[config.mk]
export PLATFORM = sky130hd
export DESIGN_NAME = huffman_bitpacker_flat
export DESIGN_NICKNAME = d
export VERILOG_FILES = /design/src/rtl/huffman_bitpacker_if.sv /design/src/rtl/huffman_bitpacker.sv /design/src/flat_wrapper.sv
export SDC_FILE = /design/constraint.sdc
export NUM_CORES = 1
export LEC_CHECK = 0
export ABC_AREA = 1
export ABC_CLOCK_PERIOD_IN_PS = 19600
export BUFFER_PORTS_ARGS = -buffer_cell sky130_fd_sc_hd__buf_4
export CORE_UTILIZATION = 54
export CTS_CLUSTER_DIAMETER = 80
export CTS_CLUSTER_SIZE = 20
export DETAILED_ROUTE_END_ITERATION = 8
export PLACE_DENSITY_LB_ADDON = 0.15
export SYNTH_ARGS = -nofsm -noshare
export SYNTH_HDL_FRONTEND = slang
export SYNTH_SLANG_ARGS = --single-unit
export TNS_END_PERCENT = 100
[constraint.sdc]
create_clock -name clk -period 19.6 [get_ports clk]
set_input_delay 1.96 -clock clk [delete_from_list [all_inputs] [get_ports clk]]
set_output_delay 1.96 -clock clk [all_outputs]
set_load 0.01 [all_outputs]
[src/rtl/huffman_bitpacker_if.sv]
// ============================================================================
// Module   : huffman_bitpacker_if
// Brief    : Code-table load, symbol stream and byte stream bundle for the
//            Huffman bit packer. bit_count exists only with
//            HUFFMAN_BITPACKER_BITCNT_EN.
// Revision : 1.0
// ============================================================================
`default_nettype none

interface huffman_bitpacker_if;
    logic       code_valid;
    logic [7:0] HC1, HC2, HC3, HC4, HC5, HC6;
    logic [7:0] M1, M2, M3, M4, M5, M6;
    logic       sym_valid;
    logic [7:0] sym_data;
    logic       sym_ready;
    logic       flush;
    logic       out_valid;
    logic [7:0] out_data;
    logic       out_ready;
    logic       out_last;
    logic       busy;
    logic       err;
    logic       done;
`ifdef HUFFMAN_BITPACKER_BITCNT_EN
    logic [15:0] bit_count;
`endif

    modport master (
        output code_valid, HC1, HC2, HC3, HC4, HC5, HC6,
        output M1, M2, M3, M4, M5, M6,
        output sym_valid, sym_data, flush, out_ready,
        input  sym_ready, out_valid, out_data, out_last, busy, err, done
`ifdef HUFFMAN_BITPACKER_BITCNT_EN
        , input bit_count
`endif
    );

    modport slave (
        input  code_valid, HC1, HC2, HC3, HC4, HC5, HC6,
        input  M1, M2, M3, M4, M5, M6,
        input  sym_valid, sym_data, flush, out_ready,
        output sym_ready, out_valid, out_data, out_last, busy, err, done
`ifdef HUFFMAN_BITPACKER_BITCNT_EN
        , output bit_count
`endif
    );
endinterface

`default_nettype wire

[src/rtl/huffman_bitpacker.sv]
// ============================================================================
// Module   : huffman_bitpacker
// Brief    : Packs Huffman codes MSB-first into bytes on a valid/ready stream.
//            Optional bit counter: HUFFMAN_BITPACKER_BITCNT_EN.
// Revision : 1.0
// ============================================================================
`default_nettype none

module huffman_bitpacker #(
    parameter int   ACC_W   = 16,
    parameter logic PAD_BIT = 1'b0
) (
    input wire             clk,
    input wire             reset,
    huffman_bitpacker_if.slave bus
);
    localparam int FILL_W = $clog2(ACC_W + 1);

    typedef enum logic [1:0] {
        S_LOAD_WAIT = 2'd0,
        S_PACK      = 2'd1,
        S_FLUSH     = 2'd2,
        S_DONE      = 2'd3
    } state_t;

    state_t              state_q, state_d;
    logic [ACC_W-1:0]    acc_q, acc_d;
    logic [FILL_W-1:0]   fill_q, fill_d;
    logic                err_q, err_d;
    logic                busy_q, busy_d;
    logic                done_q, done_d;
    logic [7:0]          hc_q [0:5];
    logic [7:0]          m_q  [0:5];

    logic                w_sym_ready, w_accept, w_out_valid, w_pop, w_last;
    logic                w_in_range, w_legal;
    logic [2:0]          w_idx;
    logic [7:0]          w_m, w_hc, w_code, w_code_al, w_pad;
    logic [3:0]          w_len;
    logic [FILL_W-1:0]   w_fill_base;
    logic [ACC_W-1:0]    w_ins;
`ifdef HUFFMAN_BITPACKER_BITCNT_EN
    logic [15:0]         bit_count_q, bit_count_d;
    logic [16:0]         w_bc_sum;
`endif

    always_comb begin
        w_sym_ready = (state_q == S_PACK) && (fill_q <= FILL_W'(8));
        w_accept    = bus.sym_valid && w_sym_ready;
        w_out_valid = ((state_q == S_PACK) && (fill_q >= FILL_W'(8))) ||
                      ((state_q == S_FLUSH) && (fill_q != '0));
        w_last      = (state_q == S_FLUSH) && (fill_q != '0) && (fill_q <= FILL_W'(8));
        w_pop       = w_out_valid && bus.out_ready;
        w_pad       = (w_last && PAD_BIT) ? (8'hFF >> fill_q) : 8'h00;

        w_in_range  = (bus.sym_data >= 8'd1) && (bus.sym_data <= 8'd6);
        w_idx       = w_in_range ? (bus.sym_data[2:0] - 3'd1) : 3'd0;
        w_m         = w_in_range ? m_q[w_idx] : 8'h00;
        w_hc        = w_in_range ? hc_q[w_idx] : 8'h00;
        w_len       = 4'd0;
        for (int i = 0; i < 8; i++) begin
            w_len = w_len + {3'b000, w_m[i]};
        end
        w_legal     = w_in_range && (w_m != 8'h00);
        w_code      = w_hc & ~(8'hFF << w_len);
        // Left-align the code so its first bit lands at the accumulator write pointer.
        w_code_al   = w_code << (4'd8 - w_len);
        w_fill_base = w_pop ? (fill_q - FILL_W'(8)) : fill_q;
        w_ins       = {w_code_al, {(ACC_W-8){1'b0}}} >> w_fill_base;

        state_d = state_q;
        acc_d   = acc_q;
        fill_d  = fill_q;
        err_d   = err_q;

        case (state_q)
            S_LOAD_WAIT: begin
                if (bus.code_valid) begin
                    state_d = S_PACK;
                    err_d   = 1'b0;
                    acc_d   = '0;
                    fill_d  = '0;
                end
            end
            S_PACK: begin
                if (w_pop) begin
                    acc_d  = acc_q << 8;
                    fill_d = fill_q - FILL_W'(8);
                end
                if (w_accept) begin
                    if (w_legal) begin
                        acc_d  = acc_d | w_ins;
                        fill_d = fill_d + FILL_W'(w_len);
                    end else begin
                        err_d = 1'b1;
                    end
                end
                if (bus.flush) begin
                    state_d = S_FLUSH;
                end
            end
            S_FLUSH: begin
                if (fill_q == '0) begin
                    state_d = S_DONE;
                end else if (w_pop) begin
                    if (w_last) begin
                        acc_d   = '0;
                        fill_d  = '0;
                        state_d = S_DONE;
                    end else begin
                        acc_d  = acc_q << 8;
                        fill_d = fill_q - FILL_W'(8);
                    end
                end
            end
            default: state_d = S_LOAD_WAIT;
        endcase

        busy_d = (state_d == S_PACK) || (state_d == S_FLUSH);
        done_d = (state_d == S_DONE);

`ifdef HUFFMAN_BITPACKER_BITCNT_EN
        w_bc_sum    = {1'b0, bit_count_q} + 17'(w_len);
        bit_count_d = bit_count_q;
        if ((state_q == S_LOAD_WAIT) && bus.code_valid) begin
            bit_count_d = 16'h0000;
        end else if (w_accept && w_legal) begin
            bit_count_d = w_bc_sum[16] ? 16'hFFFF : w_bc_sum[15:0];
        end
`endif
    end

    always_ff @(posedge clk) begin
        if (!reset) begin
            state_q <= S_LOAD_WAIT;
            acc_q   <= '0;
            fill_q  <= '0;
            err_q   <= 1'b0;
            busy_q  <= 1'b0;
            done_q  <= 1'b0;
            for (int i = 0; i < 6; i++) begin
                hc_q[i] <= 8'h00;
                m_q[i]  <= 8'h00;
            end
`ifdef HUFFMAN_BITPACKER_BITCNT_EN
            bit_count_q <= 16'h0000;
`endif
        end else begin
            state_q <= state_d;
            acc_q   <= acc_d;
            fill_q  <= fill_d;
            err_q   <= err_d;
            busy_q  <= busy_d;
            done_q  <= done_d;
            if ((state_q == S_LOAD_WAIT) && bus.code_valid) begin
                hc_q[0] <= bus.HC1;  m_q[0] <= bus.M1;
                hc_q[1] <= bus.HC2;  m_q[1] <= bus.M2;
                hc_q[2] <= bus.HC3;  m_q[2] <= bus.M3;
                hc_q[3] <= bus.HC4;  m_q[3] <= bus.M4;
                hc_q[4] <= bus.HC5;  m_q[4] <= bus.M5;
                hc_q[5] <= bus.HC6;  m_q[5] <= bus.M6;
            end
`ifdef HUFFMAN_BITPACKER_BITCNT_EN
            bit_count_q <= bit_count_d;
`endif
        end
    end

    assign bus.sym_ready = w_sym_ready;
    assign bus.out_valid = w_out_valid;
    assign bus.out_data  = acc_q[ACC_W-1 -: 8] | w_pad;
    assign bus.out_last  = w_last;
    assign bus.busy      = busy_q;
    assign bus.err       = err_q;
    assign bus.done      = done_q;
`ifdef HUFFMAN_BITPACKER_BITCNT_EN
    assign bus.bit_count = bit_count_q;
`endif

endmodule

`default_nettype wire

[src/flat_wrapper.sv]
// flat-port wrapper written by rule: the top's interface ports become plain ports
module huffman_bitpacker_flat 
#(
    parameter int   ACC_W   = 16,
    parameter logic PAD_BIT = 1'b0
)
  (clk, reset, bus_code_valid, bus_HC1, bus_HC2, bus_HC3, bus_HC4, bus_HC5, bus_HC6, bus_M1, bus_M2, bus_M3, bus_M4, bus_M5, bus_M6, bus_sym_valid, bus_sym_data, bus_flush, bus_out_ready, bus_sym_ready, bus_out_valid, bus_out_data, bus_out_last, bus_busy, bus_err, bus_done);
  huffman_bitpacker_if bus_i ();
  input wire clk;
  input wire reset;
  input wire logic [$bits(bus_i.code_valid)-1:0] bus_code_valid;
  input wire logic [$bits(bus_i.HC1)-1:0] bus_HC1;
  input wire logic [$bits(bus_i.HC2)-1:0] bus_HC2;
  input wire logic [$bits(bus_i.HC3)-1:0] bus_HC3;
  input wire logic [$bits(bus_i.HC4)-1:0] bus_HC4;
  input wire logic [$bits(bus_i.HC5)-1:0] bus_HC5;
  input wire logic [$bits(bus_i.HC6)-1:0] bus_HC6;
  input wire logic [$bits(bus_i.M1)-1:0] bus_M1;
  input wire logic [$bits(bus_i.M2)-1:0] bus_M2;
  input wire logic [$bits(bus_i.M3)-1:0] bus_M3;
  input wire logic [$bits(bus_i.M4)-1:0] bus_M4;
  input wire logic [$bits(bus_i.M5)-1:0] bus_M5;
  input wire logic [$bits(bus_i.M6)-1:0] bus_M6;
  input wire logic [$bits(bus_i.sym_valid)-1:0] bus_sym_valid;
  input wire logic [$bits(bus_i.sym_data)-1:0] bus_sym_data;
  input wire logic [$bits(bus_i.flush)-1:0] bus_flush;
  input wire logic [$bits(bus_i.out_ready)-1:0] bus_out_ready;
  output wire logic [$bits(bus_i.sym_ready)-1:0] bus_sym_ready;
  output wire logic [$bits(bus_i.out_valid)-1:0] bus_out_valid;
  output wire logic [$bits(bus_i.out_data)-1:0] bus_out_data;
  output wire logic [$bits(bus_i.out_last)-1:0] bus_out_last;
  output wire logic [$bits(bus_i.busy)-1:0] bus_busy;
  output wire logic [$bits(bus_i.err)-1:0] bus_err;
  output wire logic [$bits(bus_i.done)-1:0] bus_done;
  assign bus_i.code_valid = bus_code_valid;
  assign bus_i.HC1 = bus_HC1;
  assign bus_i.HC2 = bus_HC2;
  assign bus_i.HC3 = bus_HC3;
  assign bus_i.HC4 = bus_HC4;
  assign bus_i.HC5 = bus_HC5;
  assign bus_i.HC6 = bus_HC6;
  assign bus_i.M1 = bus_M1;
  assign bus_i.M2 = bus_M2;
  assign bus_i.M3 = bus_M3;
  assign bus_i.M4 = bus_M4;
  assign bus_i.M5 = bus_M5;
  assign bus_i.M6 = bus_M6;
  assign bus_i.sym_valid = bus_sym_valid;
  assign bus_i.sym_data = bus_sym_data;
  assign bus_i.flush = bus_flush;
  assign bus_i.out_ready = bus_out_ready;
  assign bus_sym_ready = bus_i.sym_ready;
  assign bus_out_valid = bus_i.out_valid;
  assign bus_out_data = bus_i.out_data;
  assign bus_out_last = bus_i.out_last;
  assign bus_busy = bus_i.busy;
  assign bus_err = bus_i.err;
  assign bus_done = bus_i.done;
  huffman_bitpacker #(.ACC_W(ACC_W), .PAD_BIT(PAD_BIT)) u_core (.clk(clk), .reset(reset), .bus(bus_i));
endmodule
# Word level (Yosys, flattened, before mapping)
# Memories as Yosys holds them, arrays and structs flattened.
# Cells that the tools add are included.
# word_totals
ff_bits,26
ram_bits,96
inputBits,110
output_inout_bits,14
n_memories,2
# classes
add_sub_neg,11
n_lt_le_gt_ge,4
n_eq_ne,10
shift,3
mux,47
bitwise,15
reduce_logical,19
# memory_table
name,words,width,read_ports,rd_ports_with_merged_regs,write_ports,line,text
u_core.hc_q,6,8,1,0,6,huffman_bitpacker.sv:32,logic [7:0] hc_q [0:5];
u_core.m_q,6,8,1,0,6,huffman_bitpacker.sv:33,logic [7:0] m_q [0:5];
# op_table
op,count
16-bit two-way mux,8
8-bit two-way mux,14
16-bit case mux with 3 select lines,1
5-bit two-way mux,8
4-bit by 1-bit adder with 4-bit output,6
16-bit bitwise OR,1
16-bit by 5-bit right shift with 16-bit output,1
5-bit case mux with 3 select lines,1
1-bit bitwise OR,12
2-bit two-way mux,5
1-bit logical AND,9
8-bit AND,1
"8-bit by 1-bit greater-or-equal comparator with 1-bit output, second input constant",1
"8-bit by 3-bit less-or-equal comparator with 1-bit output, second input constant",1
8-bit inverter,1
4-bit AND reduction,2
8-bit nonzero test,1
8-bit by 4-bit left shift with 8-bit output,1
"8-bit by 4-bit left shift with 8-bit output, first input constant",1
1-bit two-way mux,7
"2-bit == test, second input constant",3
"2-bit inequality test, second input constant",3
2-bit case mux with 3 select lines,1
5-bit by 4-bit adder with 5-bit output,1
16 further kinds,19

# Longest topological paths before layout
# An unclocked memory read counts as a cell.
# depth
word_depth,21
mapped_depth,42
depth_no_buf,39

# Worst setup path after synthesis
# Ideal clock, no wire load.
# synth_path
path_kind,in2reg
startpoint,input port bus_sym_data[0]
endpoint,register u_core.acc_q[0]
arrival_time_ns,7.491
required_time_ns,19.532
setup_slack_ns,12.041
cell_stages,34
path_buffers,5
path_cell_list,buf_2 > inv_2 > buf_2 > ha_1 > nand3_1 > nand2_2 > inv_2 > nand3_4 > buf_6 > buf_6 > nand2_1 > a32o_1 > a21boi_0 > ha_1 > inv_1 > fa_1 > fa_1 > fa_1 > fa_1 > inv_1 > ha_1 > clkbuf_1 > inv_1 > nand3_1 > nand3_1 > nand2_1 > nand2_1 > nand3_1 > nand2_1 > nand2_1 > nand3_1 > o21ai_1 > nand2_1 > a21oi_2
# synth_between
elab_chain_cells,21
# synth_lines
item,line,text
"start, declared",flat_wrapper.sv:25,input wire logic [$bits(bus_i.sym_data)-1:0] bus_sym_data;
8-bit by 1-bit greater-or-equal comparator with 1-bit output / 8-bit by 3-bit less-or-equal comparator with 1-bit output (equally long branches),huffman_bitpacker.sv:56,w_in_range = (bus.sym_data >= 8'd1) && (bus.sym_data <= 8'd6);
1-bit logical AND,huffman_bitpacker.sv:56,
3-bit two-way mux,huffman_bitpacker.sv:57,w_idx = w_in_range ? (bus.sym_data[2:0] - 3'd1) : 3'd0;
memory 6 x 8 bit,--,
8-bit two-way mux,huffman_bitpacker.sv:58,w_m = w_in_range ? m_q[w_idx] : 8'h00;
1-bit by 1-bit adder with 2-bit output,huffman_bitpacker.sv:62,"w_len = w_len + {3'b000, w_m[i]};"
4-bit by 1-bit adder with 4-bit output (6 in series),huffman_bitpacker.sv:62,
8-bit by 4-bit left shift with 8-bit output,huffman_bitpacker.sv:65,w_code = w_hc & ~(8'hFF << w_len);
8-bit inverter,huffman_bitpacker.sv:65,
8-bit AND,huffman_bitpacker.sv:65,
8-bit by 4-bit left shift with 8-bit output,huffman_bitpacker.sv:67,w_code_al = w_code << (4'd8 - w_len);
16-bit by 5-bit right shift with 16-bit output,huffman_bitpacker.sv:69,"w_ins = {w_code_al, {(ACC_W-8){1'b0}}} >> w_fill_base;"
16-bit bitwise OR,huffman_bitpacker.sv:92,acc_d = acc_d | w_ins;
16-bit two-way mux (*),huffman_bitpacker.sv:91,if (w_legal) begin
16-bit two-way mux (*),huffman_bitpacker.sv:90,if (w_accept) begin
16-bit case mux with 3 select lines (*),huffman_bitpacker.sv:76,case (state_q)
"end signal, assigned",huffman_bitpacker.sv:136,acc_q <= '0;
"end signal, assigned",huffman_bitpacker.sv:150,acc_q <= acc_d;
"end, declared",huffman_bitpacker.sv:27,"logic [ACC_W-1:0] acc_q, acc_d;"
# Mark *: on every way between the ends. The rest lies on a longest branch, timed or not.
# A chain may end at the register's enable or synchronous reset.

# Worst setup path after layout
# layout_path
startpoint,input port bus_sym_data[0]
endpoint,register u_core.acc_q[10]
# The elaborated chain is that of the path after synthesis.

==> out/metrics.csv <==
metric,value,unit
outcome,"complete, no violations",
die_h,121.1,um
core_area,13830,um2
area_growth,18.88,%
globalplace.congestion,0.9086,
finalMaxSlewViolations,0,
synthArstFlopShare,0,%
cts_tree,yes,
drc,0,
dieArea,14650,um2
drive_gt1_share,19.67,%
finalCritPeriodShare,43.41,%
yosys.area_share.simple,28.84,%
hold_violations,0,
period_needed,8.508,ns
synth_top_family_by_area,simple AND/OR/NAND/NOR gates,
r2r_start,u_core.m_q[3][1]$_SDFFCE_PN0P_,
first_pass_iters,5,
io_buffers,123,
synth_ff_type,edfxtp_1,
ctsHtreeMaxLevel,4,
antenna_found_initial,0,
fin_area,9099,um2
ys_seq_area_share,44.47,%
grt_pass1_wl,29010,um
timing.setup.tns,0,ns
postCtsSetupBuffers,0,
min_from,u_core.fill_q[4]$_SDFFE_PN0P_,
syn_area_per_cell,7.866,um2
yosys.area_share.adder,4.414,%
synth_top_area_share,37.67,%
synth_area,7654,um2
grt_max_degree,97,
yosys_register_bits,122,
fp-row-count,43,
fmaxAchievable,117.5,MHz
switchingPower,272.7,uW
syn-num-nets,1107,
cts_hold_buf,0,
clockBufferDepth,2,
cts_buffers,17,
synth_compound_area_share,9.694,%
place_hpwl,12450,um
min_to,u_core.fill_q[4]$_SDFFE_PN0P_,
cts.reportedPaths.clkPinSlew,0.05,ns
internal_power,592.7,uW
slew_headroom,31.33,%
multi_input_area,3368,um2
clockPowerShare,33.6,%
cp-start-kind,input pin,
min_path_cells,2,
grt_pass1_vias,6336,
crit_required,19.93,ns
muxShareOfSynthArea,0.1308,%
setup_viol,0,
power.density,95.12,nW/um2
vias_per_cell,5.174,
p_sw_share,31.51,%
worstRegToRegCells,21,
irDropWorstVdd,0.06248,mV
finalWirelength,17730,um
crit_type,input pin to flip-flop,
synth_largest_area_cell,edfxtp_1,
seq_power_share,43.5,%
ff2ff_setup_slack,14.29,ns
fp.dieW,121.1,um
r2r_end,u_core.acc_q[10]$_SDFFE_PN0P_,
leakagePower,4.423,nW
netlist_instances,973,
tightest_slew,1.024,ns
clk_latency,0.41,ns
synth_area_leaders,"edfxtp_1 38%, nand2_1 11%, inv_1 7.4%",
hp-class,flip-flop to flip-flop,
final_antenna_net_count,0,
place_area,8549,um2
crit_slowest_cell,nor2_4,
clockRootBuffer,clkbuf_16,
initial_utilization,55.35,%
synthDistinctLibCells,54,
grt_usage,25.57,%
power,865.5,uW
most-common-layout-cells,"220 x nand2_1, 151 x inv_1, 143 x nor2_1, 124 x buf_4, 96 x edfxtp_1",
critPathMaxFanout,35,
rsz0062_at_grt,false,
endpoint_kind,flip-flop,
cap_violations,0,
regArea,3403,um2
vias,6535,
ys_warn_count,0,
drt-initial-drc-count,539,
crit_arrival,8.84,ns
layout_commonest_cell,nand2_1,
gr-total-overflow,0,
skew,0.008521,ns
layout.nets,1204,
synth_edf_count,96,
ctsResizeCount,0,
diodes,0,
final_util,65.80,%
synth_xor_area_share,0.6703,%
p_comb_share,22.9,%
slowest_delay,0.50,ns
avgRoutedWirePerCell,14.04,um
cts.sinks,122,
boundaryPins,124,
fillCellCount,1176,
[worst max-delay path: cells and delay by family]
family | cells | cell delay [ns]
buf+inv | 6 | 1.10
simple gates | 12 | 2.08
fa+ha+maj | 7 | 2.72
compound gates | 4 | 0.61
xor+xnor | 1 | 0.34
[Yosys cell counts (8+ instances only)]
library cell	count
a21oi_1	39
buf_2	8
buf_4	12
clkbuf_1	16
dfxtp_1	26
edfxtp_1	96
ha_1	19
inv_1	151
inv_2	8
nand2_1	222
nand3_1	85
nand3_2	12
nor2_1	143
o21ai_0	15
o21ai_1	16
[flip-flops by register name, summed over array words and instances, names as in the netlist]
| signal | flops |
|---|---|
| u_core.acc_q | 16 |
| u_core.bus.busy | 1 |
| u_core.bus.done | 1 |
| u_core.bus.err | 1 |
| u_core.fill_q | 5 |
| u_core.hc_q | 48 |
| u_core.m_q | 48 |
| u_core.state_q | 2 |
[final cells by class]
type,instances,share of cell area [%]
flip-flops and latches,122,37.40
repair buffers,124,10.23
well taps,180,2.475
multi-input cells,641,37.02
inverters,164,6.834
clock buffers,22,4.992
clock inverters,10,1.045
[metal layers]
metal | share of wire [%] | global-route usage (%)
met1 | 43 | 31.19
met2 | 50 | 44.29
met3 | 4.6 | 5.310
met4 | 2.3 | 9.645
met5 | 0 | 0
[cells by family (layout without fill, tap and decap cells)]
| family | count (synthesis) | in the layout |
|---|---|---|
| mux | 1 | 1 |
| simple gates | 497 | 497 |
| compound gates | 114 | 114 |
| flops | 122 | 122 |
| xor+xnor | 5 | 5 |
| fa+ha+maj | 24 | 24 |
| buf+inv | 210 | 320 |
[per-stage QoR]
step / hold slack (ns) / std cells / worst slack [ns]
after detailed placement: 0.4807 / 1231 / 10.74
after CTS: 0.4883 / 1263 / 11.13
after global routing: 0.5119 / 1263 / 10.51
after floorplan: 0.4584 / 973 / 12.04
after global placement: 0.4780 / 1231 / 10.84
final: 0.4900 / 1263 / 11.09
[power groups by stage]
stage | registers, mW | logic [mW] | clock network, mW
6_report | 0.376 | 0.199 | 0.291
5_1_grt | 0.382 | 0.226 | 0.304
4_1_cts | 0.376 | 0.199 | 0.293
3_5_place_dp | 0.381 | 0.197 | 0
3_3_place_gp | 0.380 | 0.194 | 0
2_1_floorplan | 0.369 | 0.143 | 0
[worst max path at each step]
stage,start,end,cells after the start
after floorplan,bus_sym_data[0],u_core.acc_q[0]$_SDFFE_PN0P_,34
final,bus_sym_data[0],u_core.acc_q[10]$_SDFFE_PN0P_,30
after detailed placement,bus_sym_data[0],u_core.acc_q[0]$_SDFFE_PN0P_,30
after CTS,bus_sym_data[0],u_core.acc_q[0]$_SDFFE_PN0P_,30
after global routing,bus_sym_data[0],u_core.acc_q[3]$_SDFFE_PN0P_,32
after global placement,bus_sym_data[0],u_core.acc_q[0]$_SDFFE_PN0P_,30
(Power assumes the default switching activity.)
